==> config.mk <==
export PLATFORM = sky130hd
export DESIGN_NAME = seg_mux_display
export DESIGN_NICKNAME = d
export VERILOG_FILES = /design/src/rtl/seg_disp_pkg.sv /design/src/rtl/seven_segment.sv /design/src/rtl/tick_divider.sv /design/src/rtl/seg_mux_display.sv
export SDC_FILE = /design/constraint.sdc
export NUM_CORES = 1
export LEC_CHECK = 0
export ABC_AREA = 1
export BUFFER_PORTS_ARGS = -buffer_cell sky130_fd_sc_hd__buf_2
export CAP_MARGIN = 20
export CORE_ASPECT_RATIO = 1.4
export CORE_UTILIZATION = 60
export CTS_CLUSTER_SIZE = 12
export DETAILED_ROUTE_END_ITERATION = 8
export PLACE_DENSITY = 0.87
export SKIP_CTS_REPAIR_TIMING = 1
export SLEW_MARGIN = 25
export SYNTH_ARGS = -nofsm -noshare
export SYNTH_HDL_FRONTEND = slang
export SYNTH_SLANG_ARGS = --single-unit
==> constraint.sdc <==
create_clock -name clk -period 1.85 [get_ports clk]
set_input_delay 0.37 -clock clk [delete_from_list [all_inputs] [get_ports clk]]
set_output_delay 0.37 -clock clk [all_outputs]
set_load 0.02 [all_outputs]
==> src/rtl/seg_disp_pkg.sv <==
// rtl/seg_disp_pkg.sv - shared constants, state type and parameter checks for seg_mux_display
package seg_disp_pkg;

  // All segments dark on a common-anode display (segments are active-low).
  localparam logic [6:0] SEG_OFF = 7'h7F;

  // Dwell phase: BLANK keeps every anode off while seg settles on the new digit.
  typedef enum logic {
    BLANK = 1'b0,
    SHOW  = 1'b1
  } disp_state_e;

  // Width of a counter running 0..modulus-1; a modulus of 1 still needs one bit.
  function automatic int unsigned cnt_width(input int unsigned modulus);
    return (modulus > 1) ? $clog2(modulus) : 1;
  endfunction

  function automatic bit params_legal(input int unsigned num_digits,
                                      input int unsigned digit_cycles,
                                      input int unsigned dead_cycles,
                                      input int unsigned blink_half);
    return (num_digits >= 1) && (num_digits <= 8) &&
           (dead_cycles >= 1) && (dead_cycles < digit_cycles) &&
           (blink_half >= 1);
  endfunction

endpackage

==> src/rtl/seven_segment.sv <==
// rtl/seven_segment.sv - hex to seven-segment decoder, active-low outputs
// Ports:
//   hex_i  4-bit hex value
//   seg_o  segments {g,f,e,d,c,b,a}, 0 = segment lit
module seven_segment (
  input  logic [3:0] hex_i,
  output logic [6:0] seg_o
);

  always_comb begin
    seg_o = 7'h7F;
    case (hex_i)
      4'h0: seg_o = 7'b1000000;
      4'h1: seg_o = 7'b1111001;
      4'h2: seg_o = 7'b0100100;
      4'h3: seg_o = 7'b0110000;
      4'h4: seg_o = 7'b0011001;
      4'h5: seg_o = 7'b0010010;
      4'h6: seg_o = 7'b0000010;
      4'h7: seg_o = 7'b1111000;
      4'h8: seg_o = 7'b0000000;
      4'h9: seg_o = 7'b0010000;
      4'hA: seg_o = 7'b0001000;
      4'hB: seg_o = 7'b0000011;
      4'hC: seg_o = 7'b1000110;
      4'hD: seg_o = 7'b0100001;
      4'hE: seg_o = 7'b0000110;
      4'hF: seg_o = 7'b0001110;
      default: seg_o = 7'h7F;
    endcase
  end

endmodule

==> src/rtl/tick_divider.sv <==
// rtl/tick_divider.sv - wrapping 0..MODULUS-1 counter with terminal-count strobe
// Ports:
//   clk    clock
//   rst_n  asynchronous active-low reset (count returns to 0)
//   en_i   advance the count this cycle
//   cnt_o  current count
//   tc_o   high when enabled at MODULUS-1, i.e. the count wraps on this edge
module tick_divider
  import seg_disp_pkg::*;
#(
  parameter int unsigned MODULUS = 2,
  parameter int unsigned CNT_W   = cnt_width(MODULUS)
) (
  input  logic             clk,
  input  logic             rst_n,
  input  logic             en_i,
  output logic [CNT_W-1:0] cnt_o,
  output logic             tc_o
);

  localparam logic [CNT_W-1:0] LAST = CNT_W'(MODULUS - 1);

  logic [CNT_W-1:0] cnt_q, cnt_d;

  assign tc_o  = en_i && (cnt_q == LAST);
  assign cnt_o = cnt_q;

  always_comb begin
    cnt_d = cnt_q;
    if (en_i) begin
      cnt_d = (cnt_q == LAST) ? '0 : cnt_q + 1'b1;
    end
  end

  always_ff @(posedge clk or negedge rst_n) begin
    if (!rst_n) begin
      cnt_q <= '0;
    end else begin
      cnt_q <= cnt_d;
    end
  end

endmodule

==> src/rtl/seg_mux_display.sv <==
// rtl/seg_mux_display.sv - time-multiplexed common-anode seven-segment driver with blink LED
// Ports:
//   clk         system clock
//   nreset      asynchronous active-low reset
//   digits      hex value per digit, digit k = digits[4k+3:4k]
//   blank_mask  1 = digit k never lit
//   blink_mask  1 = digit k dark while the blink phase is high
//   seg         segment lines, active-low
//   anode       digit enables, active-low
//   blink_led   blink phase, active-high
module seg_mux_display
  import seg_disp_pkg::*;
#(
  parameter int unsigned NUM_DIGITS   = 2,
  parameter int unsigned DIGIT_CYCLES = 24000,
  parameter int unsigned DEAD_CYCLES  = 240,
  parameter int unsigned BLINK_HALF   = 5000000
) (
  input  logic                    clk,
  input  logic                    nreset,
  input  logic [4*NUM_DIGITS-1:0] digits,
  input  logic [NUM_DIGITS-1:0]   blank_mask,
  input  logic [NUM_DIGITS-1:0]   blink_mask,
  output logic [6:0]              seg,
  output logic [NUM_DIGITS-1:0]   anode,
  output logic                    blink_led
);

  if (!params_legal(NUM_DIGITS, DIGIT_CYCLES, DEAD_CYCLES, BLINK_HALF)) begin : g_param_check
    $error("seg_mux_display: illegal parameter combination");
  end

  localparam int unsigned CNT_W = cnt_width(DIGIT_CYCLES);
  localparam int unsigned IDX_W = cnt_width(NUM_DIGITS);
  localparam int unsigned BLK_W = cnt_width(BLINK_HALF);
  localparam logic [CNT_W-1:0] DEAD_CNT = CNT_W'(DEAD_CYCLES);

  logic [CNT_W-1:0]      cnt;
  logic                  dwell_tc;
  logic [IDX_W-1:0]      idx;
  logic                  idx_tc_unused;
  logic [BLK_W-1:0]      blink_cnt_unused;
  logic                  blink_tc;
  disp_state_e           state;
  logic [3:0]            cur_digit;
  logic [6:0]            seg_dec;
  logic                  lit;
  logic                  blink_phase_d;

  logic [6:0]            seg_q, seg_d;
  logic [NUM_DIGITS-1:0] anode_q, anode_d;
  logic                  blink_led_q;

  tick_divider #(.MODULUS(DIGIT_CYCLES)) u_dwell (
    .clk   (clk),
    .rst_n (nreset),
    .en_i  (1'b1),
    .cnt_o (cnt),
    .tc_o  (dwell_tc)
  );

  // Digit index steps once per completed dwell.
  tick_divider #(.MODULUS(NUM_DIGITS)) u_digit (
    .clk   (clk),
    .rst_n (nreset),
    .en_i  (dwell_tc),
    .cnt_o (idx),
    .tc_o  (idx_tc_unused)
  );

  tick_divider #(.MODULUS(BLINK_HALF)) u_blink (
    .clk   (clk),
    .rst_n (nreset),
    .en_i  (1'b1),
    .cnt_o (blink_cnt_unused),
    .tc_o  (blink_tc)
  );

  seven_segment u_dec (
    .hex_i (cur_digit),
    .seg_o (seg_dec)
  );

  assign state = (cnt < DEAD_CNT) ? BLANK : SHOW;

  // Gate the anode with the phase blink_led takes on this same edge, so a
  // blinking digit is never lit in a cycle where blink_led reads high.
  assign blink_phase_d = blink_led_q ^ blink_tc;

  always_comb begin
    cur_digit = 4'h0;
    lit       = 1'b0;
    for (int k = 0; k < NUM_DIGITS; k++) begin
      if (idx == IDX_W'(k)) begin
        cur_digit = digits[4*k +: 4];
        lit       = !blank_mask[k] && !(blink_mask[k] && blink_phase_d);
      end
    end
  end

  always_comb begin
    seg_d   = seg_q;
    anode_d = '1;
    if (state == BLANK) begin
      // Anodes off while seg tracks the incoming digit, which suppresses ghosting.
      seg_d = seg_dec;
    end else begin
      for (int k = 0; k < NUM_DIGITS; k++) begin
        if ((idx == IDX_W'(k)) && lit) begin
          anode_d[k] = 1'b0;
        end
      end
    end
  end

  always_ff @(posedge clk or negedge nreset) begin
    if (!nreset) begin
      seg_q       <= SEG_OFF;
      anode_q     <= '1;
      blink_led_q <= 1'b0;
    end else begin
      seg_q       <= seg_d;
      anode_q     <= anode_d;
      blink_led_q <= blink_phase_d;
    end
  end

  assign seg       = seg_q;
  assign anode     = anode_q;
  assign blink_led = blink_led_q;

endmodule

# [Yosys cells after proc, flatten, opt, wreduce, memory -nomap -nowiden]
# Memory sizes are Yosys's and may differ from the RTL's. A register that Yosys moved wholly into a read port is not among the register bits.
# Index checks and enable logic that the tools add are counted.
[classes] n_shift=0 add_sub_neg=3 div=0 multipliers=0 n_bitwise=2 magnitude_cmp=1 mux=8 n_reduce_logical=11 n_eq_ne=2
[ops] operator="$add A23 B1 Y23 const B" count=1
[ops] operator="$eq A23 B23 Y1 const B" count=1
[ops] operator="$mux W23" count=1
[ops] operator="$add A15 B1 Y15 const B" count=1
[ops] operator="$eq A15 B15 Y1 const B" count=1
[ops] operator="$lt A15 B8 Y1 const B" count=1
[ops] operator="$mux W15" count=1
[ops] operator="$logic_and A1 B1 Y1" count=6
[ops] operator="$logic_not A1 Y1" count=5
[ops] operator="$mux W1" count=4
[ops] operator="$mux W4" count=1
[ops] operator="$mux W2" count=1
[ops] operator="$add A1 B1 Y1 const B" count=1
[ops] operator="$not A1 Y1" count=1
[ops] operator="$xor A1 B1 Y1" count=1
[word_totals] rom_bits=112 latchBits=0 out_inout_bits=10 register_bits=42 ramBits=0 input_bits=14 mem_count=1 elab_cells=33
[mem_list] name="(no name shown)" words=16 width=7 read_ports=1 rd_clocked_by_memory_dff=1 write_ports=0 line_no="seven_segment.sv:12" text="case (hex_i)"

# [Depth between registers and ports, before layout]
[logic_depth] ltp_word=9 depth_mapped=11 mapped_depth_nobuf=11

# [Hierarchy]
# Synthesis repeated with hierarchy kept, for this count alone.
[unflattened] cells_unflattened=491 hier_area_um2=3350.7
[by_module_without_submodules] mod="tick_divider at u_blink" seq_area_each_um2=575.6 cells_each=228 area_each_um2=1511.4 n_inst=1
[by_module_without_submodules] mod="tick_divider at u_dwell" seq_area_each_um2=375.4 cells_each=136 area_each_um2=939.7 n_inst=1
[by_module_without_submodules] mod="seg_mux_display" seq_area_each_um2=261.5 cells_each=70 area_each_um2=574.3 n_inst=1
[by_module_without_submodules] mod="seven_segment" seq_area_each_um2=0.0 cells_each=49 area_each_um2=274.0 n_inst=1
[by_module_without_submodules] mod="tick_divider at u_digit" seq_area_each_um2=25.0 cells_each=8 area_each_um2=51.3 n_inst=1

# [Least setup slack after synthesis]
# Ideal clock, no wire load.
[synth_timing] path_kind="register -> register" start="register u_digit.cnt_q, in the netlist u_digit.cnt_o" end="register seg_q[0], in the netlist seg[0]" t_arrival_ns=1.428 slack_ns=0.346 stages_incl_launch_ff=12 setup_time_ns=0.076 path_cell_list="dfrtp_1 > inv_4 > nand2_1 > o21ai_2 > inv_1 > ha_1 > inv_1 > nand2_1 > nand3_1 > nand3_1 > nand2_1 > nand2_1"
[synth_via] elab_chain_cells=1
[synth_lines] element="from (decl)" line_no="tick_divider.sv:23" text="logic [CNT_W-1:0] cnt_q, cnt_d;"
[synth_lines] element="from (signal assigned)" line_no="tick_divider.sv:39" text="cnt_q <= cnt_d;"
[synth_lines] element="$mux W4" line_no="seg_mux_display.sv:94" text="if (idx == IDX_W'(k)) begin"
[synth_lines] element="to (decl)" line_no="seg_mux_display.sv:50" text="logic [6:0] seg_q, seg_d;"
# No other way between the ends.
# A chain may end at the register's enable or synchronous reset.

# [Final worst setup path]
[layout_timing] start="register u_digit.cnt_q, in the netlist u_digit.cnt_o" end="register seg_q[3], in the netlist seg[3]"
# Same word-level chain as after synthesis.

==> results.yml <==
status:
  status: "complete, but fails checks"
  violations: "DRC"
floorplan:
  dieArea_um2: 5167
  coreArea_um2: 4608
  die_y_um: 84.66
  ios: 24
  die_w_um: 61.04
  num_rows: 29
  initial_utilization_pct: 63.54
flow_run:
  maxCapViolations: 0
global_routing:
  grtUsageTotal_pct: 27.17
  grt_max_degree: 22
  grt.overflow.total: 0
  grt_pass1_wl_mm: 10.58
  antenna_found_initial: 0
  grt_pass1_vias: 2546
power_and_ir_drop:
  powerDensity_nw_per_um2: 605.5
  ir_drop_v: 0.0005503
  p_leak_nw: 1.645
yosys:
  synth_area_per_cell_um2: 7.265
  synth_top_cell_by_area: "dfrtp_1"
  ys_seq_area_share_pct: 42.26
  synth.area.top_cells: "dfrtp_1 (34%), nand2_1 (15%), nor2_1 (9.4%)"
  syn_nets: 425
  ys_types: 27
  synth_cells: 403
  syn_area_um2: 2928
  yosysWarnings: 0
  synth_top_cell_area_share_pct: 34.19
  synth_seq_cells: 49
worst_hold_path:
  min_from: "blank_mask[0]"
  hold_path_class: "in2reg"
worst_setup_path:
  endpoint_kind: "flip-flop"
  cp-startpoint: "u_digit.cnt_o$_DFFE_PN0N_"
  arrival_ps: 1870
  r2r_start: "u_digit.cnt_o$_DFFE_PN0N_"
  worst-r2r-setup-slack_ps: 220
  required_ps: 2090
  crit_fanout: 8
  rr_endpoint: "seg[3]$_DFFE_PN1P_"
  reg2reg_depth: 10
  crit_type: "reg2reg"
  cp-start-kind: "flip-flop"
  crit_end: "seg[3]$_DFFE_PN1P_"
sta:
  setup_tns_ps: 0
  post-route-period-util_pct: 88.09
  whs_ps: 279.4
  fin_skew_ps: 9.418
  hold_viol: 0
  setup_violations: 0
  slew_violations: 0
  rsz0062_at_grt: "false"
  tightestPinTransition_ps: 505.1
  min_period_ps: 1630
  fmax_mhz: 613.6
  slew_headroom_pct: 66.10
  worst_slack_ps: 220.3
clock_network:
  root_buffer: "clkbuf_8"
  cts_tree: "built"
  cts_buffers: 5
  cts_sinks: 49
  clk_path_buf_depth: 2
  h-tree-depth: 2
  clk_pin_slew_ps: 80
  clock_latency_ps: 300
drt:
  wl_mm: 6.303
  wl_per_cell_um: 12.66
  drc: 1
  firstDrtPassIters: 6
  vias_per_cell: 5.219
  vias: 2599
  drtIter0Drc: 208
  antenna_left: 0
cells_and_area:
  drive_gt1_share_pct: 14.45
  diodes: 0
  area_growth_syn_to_layout_pct: 11.03
  nets: 458
placement:
  portBuffers: 23
  gp_congestion: 0.9721
  dp_hpwl_mm: 4.793
  dp_slack_ps: 193.8
layout by cell type (no fill, tap or decap), types with 2 or more instances in the layout:
cell and instances:
dfrtp_1 39, nand2_1 114, nand3_2 2, nand2_2 3
inv_1 53, o21ai_4 2, nor3_1 6, o21ai_1 3
nor2_1 73, nand4_1 6, inv_2 2, ha_1 8
xor2_1 13, dfstp_2 9, nor2_2 5, xnor2_1 6
clkbuf_8 5, buf_2 23, nand3_1 37, buf_4 2
o21ai_0 8, a21oi_1 2, nor3_4 2, and2_1 2
or2_2 2
worst max-delay path: stages, from the launching register on:
cell     delay, ps
dfrtp_2        460
inv_4          130
nand2_1         60
nand2_1        120
inv_1          120
ha_1           310
nand2_1         80
nand3_1         60
nand2_1         90
nand2_1         60
nand2_1         70
synth_stat cells:
cell / number
nand2_1: 114
nand3_1: 37
xor2_1: 13
xnor2_1: 6
dfrtp_1: 40
o21ai_2: 1
inv_2: 1
inv_1: 54
or2_2: 2
nand4_1: 6
and2_1: 2
o21ai_1: 3
o21ai_0: 8
nand3_2: 2
o211ai_1: 1
inv_4: 1
o21ai_4: 2
nor2_2: 5
nor2_1: 73
a21oi_1: 2
o22ai_1: 1
a21oi_2: 1
nor3_1: 6
nor3_4: 2
dfstp_2: 9
nand2_2: 3
ha_1: 8
registers in the layout, indices dropped and copies added (netlist names):
name / count
anode: 2
u_digit.cnt_o: 1
u_dwell.cnt_o: 15
blink_led: 1
seg: 7
u_blink.cnt_o: 23
layer usage:
| layer | global-route usage (%) | routed length, um | share of wire (%) |
|---|---|---|---|
| met4 | 14.05 | 233 | 3.7 |
| met3 | 5.085 | 311 | 4.9 |
| met2 | 46.54 | 3314 | 53 |
| met1 | 30.77 | 2443 | 39 |
| met5 | 0 | 0 | 0 |
report_power, final:
| group | switching, mW | internal, mW | leakage [nW] |
|---|---|---|---|
| logic | 0.0899 | 0.0459 | 0.968 |
| clock network | 0.338 | 0.393 | 0.0540 |
| registers | 0.00764 | 1.09 | 0.623 |
| total | 0.436 | 1.53 | 1.64 |
final cells by class:
cell class | count | area, um2
clock buffer | 5 | 68.82
clock inverter | 2 | 35.03
fill | 374 | 1358
inverter | 56 | 212.7
multi-input combinational | 298 | 1478
sequential | 49 | 1239
tap | 62 | 77.57
timing repair buffer | 26 | 140.1
cells by family (layout without fill, tap and decap cells):
group	Yosys count	after routing	share of synthesized area (%)
compound gates	19	19	4.402
xor+xnor	19	19	5.684
fa+ha+maj	8	8	3.419
buf+inv	56	89	7.265
flops	49	49	42.27
simple gates	252	252	36.97
worst min path at each step:
stage                     depth (start not counted)                          to  slack [ps]
after global routing                              3          anode[0]$_DFF_PN1_         290
after global placement                            1  u_blink.cnt_o[4]$_DFF_PN0_         280
final                                             3          anode[0]$_DFF_PN1_         280
after floorplan                                   0         blink_led$_DFF_PN0_          70
after CTS                                         1  u_blink.cnt_o[4]$_DFF_PN0_         -40
after detailed placement                          1  u_blink.cnt_o[4]$_DFF_PN0_         280
stage by stage:
stage               cell area, um2  utilization (%)  instances  total power [mW]
floorplan                     2928                -        403             1.194
global placement              3136            68.04        490             1.252
detailed placement            3136            68.04        490             1.255
CTS                           3239            70.30        497             1.980
global route                  3251            70.54        498             2.034
finish                        3251            70.54        498             1.968
No activity file was read; power rests on OpenSTA's default activity.
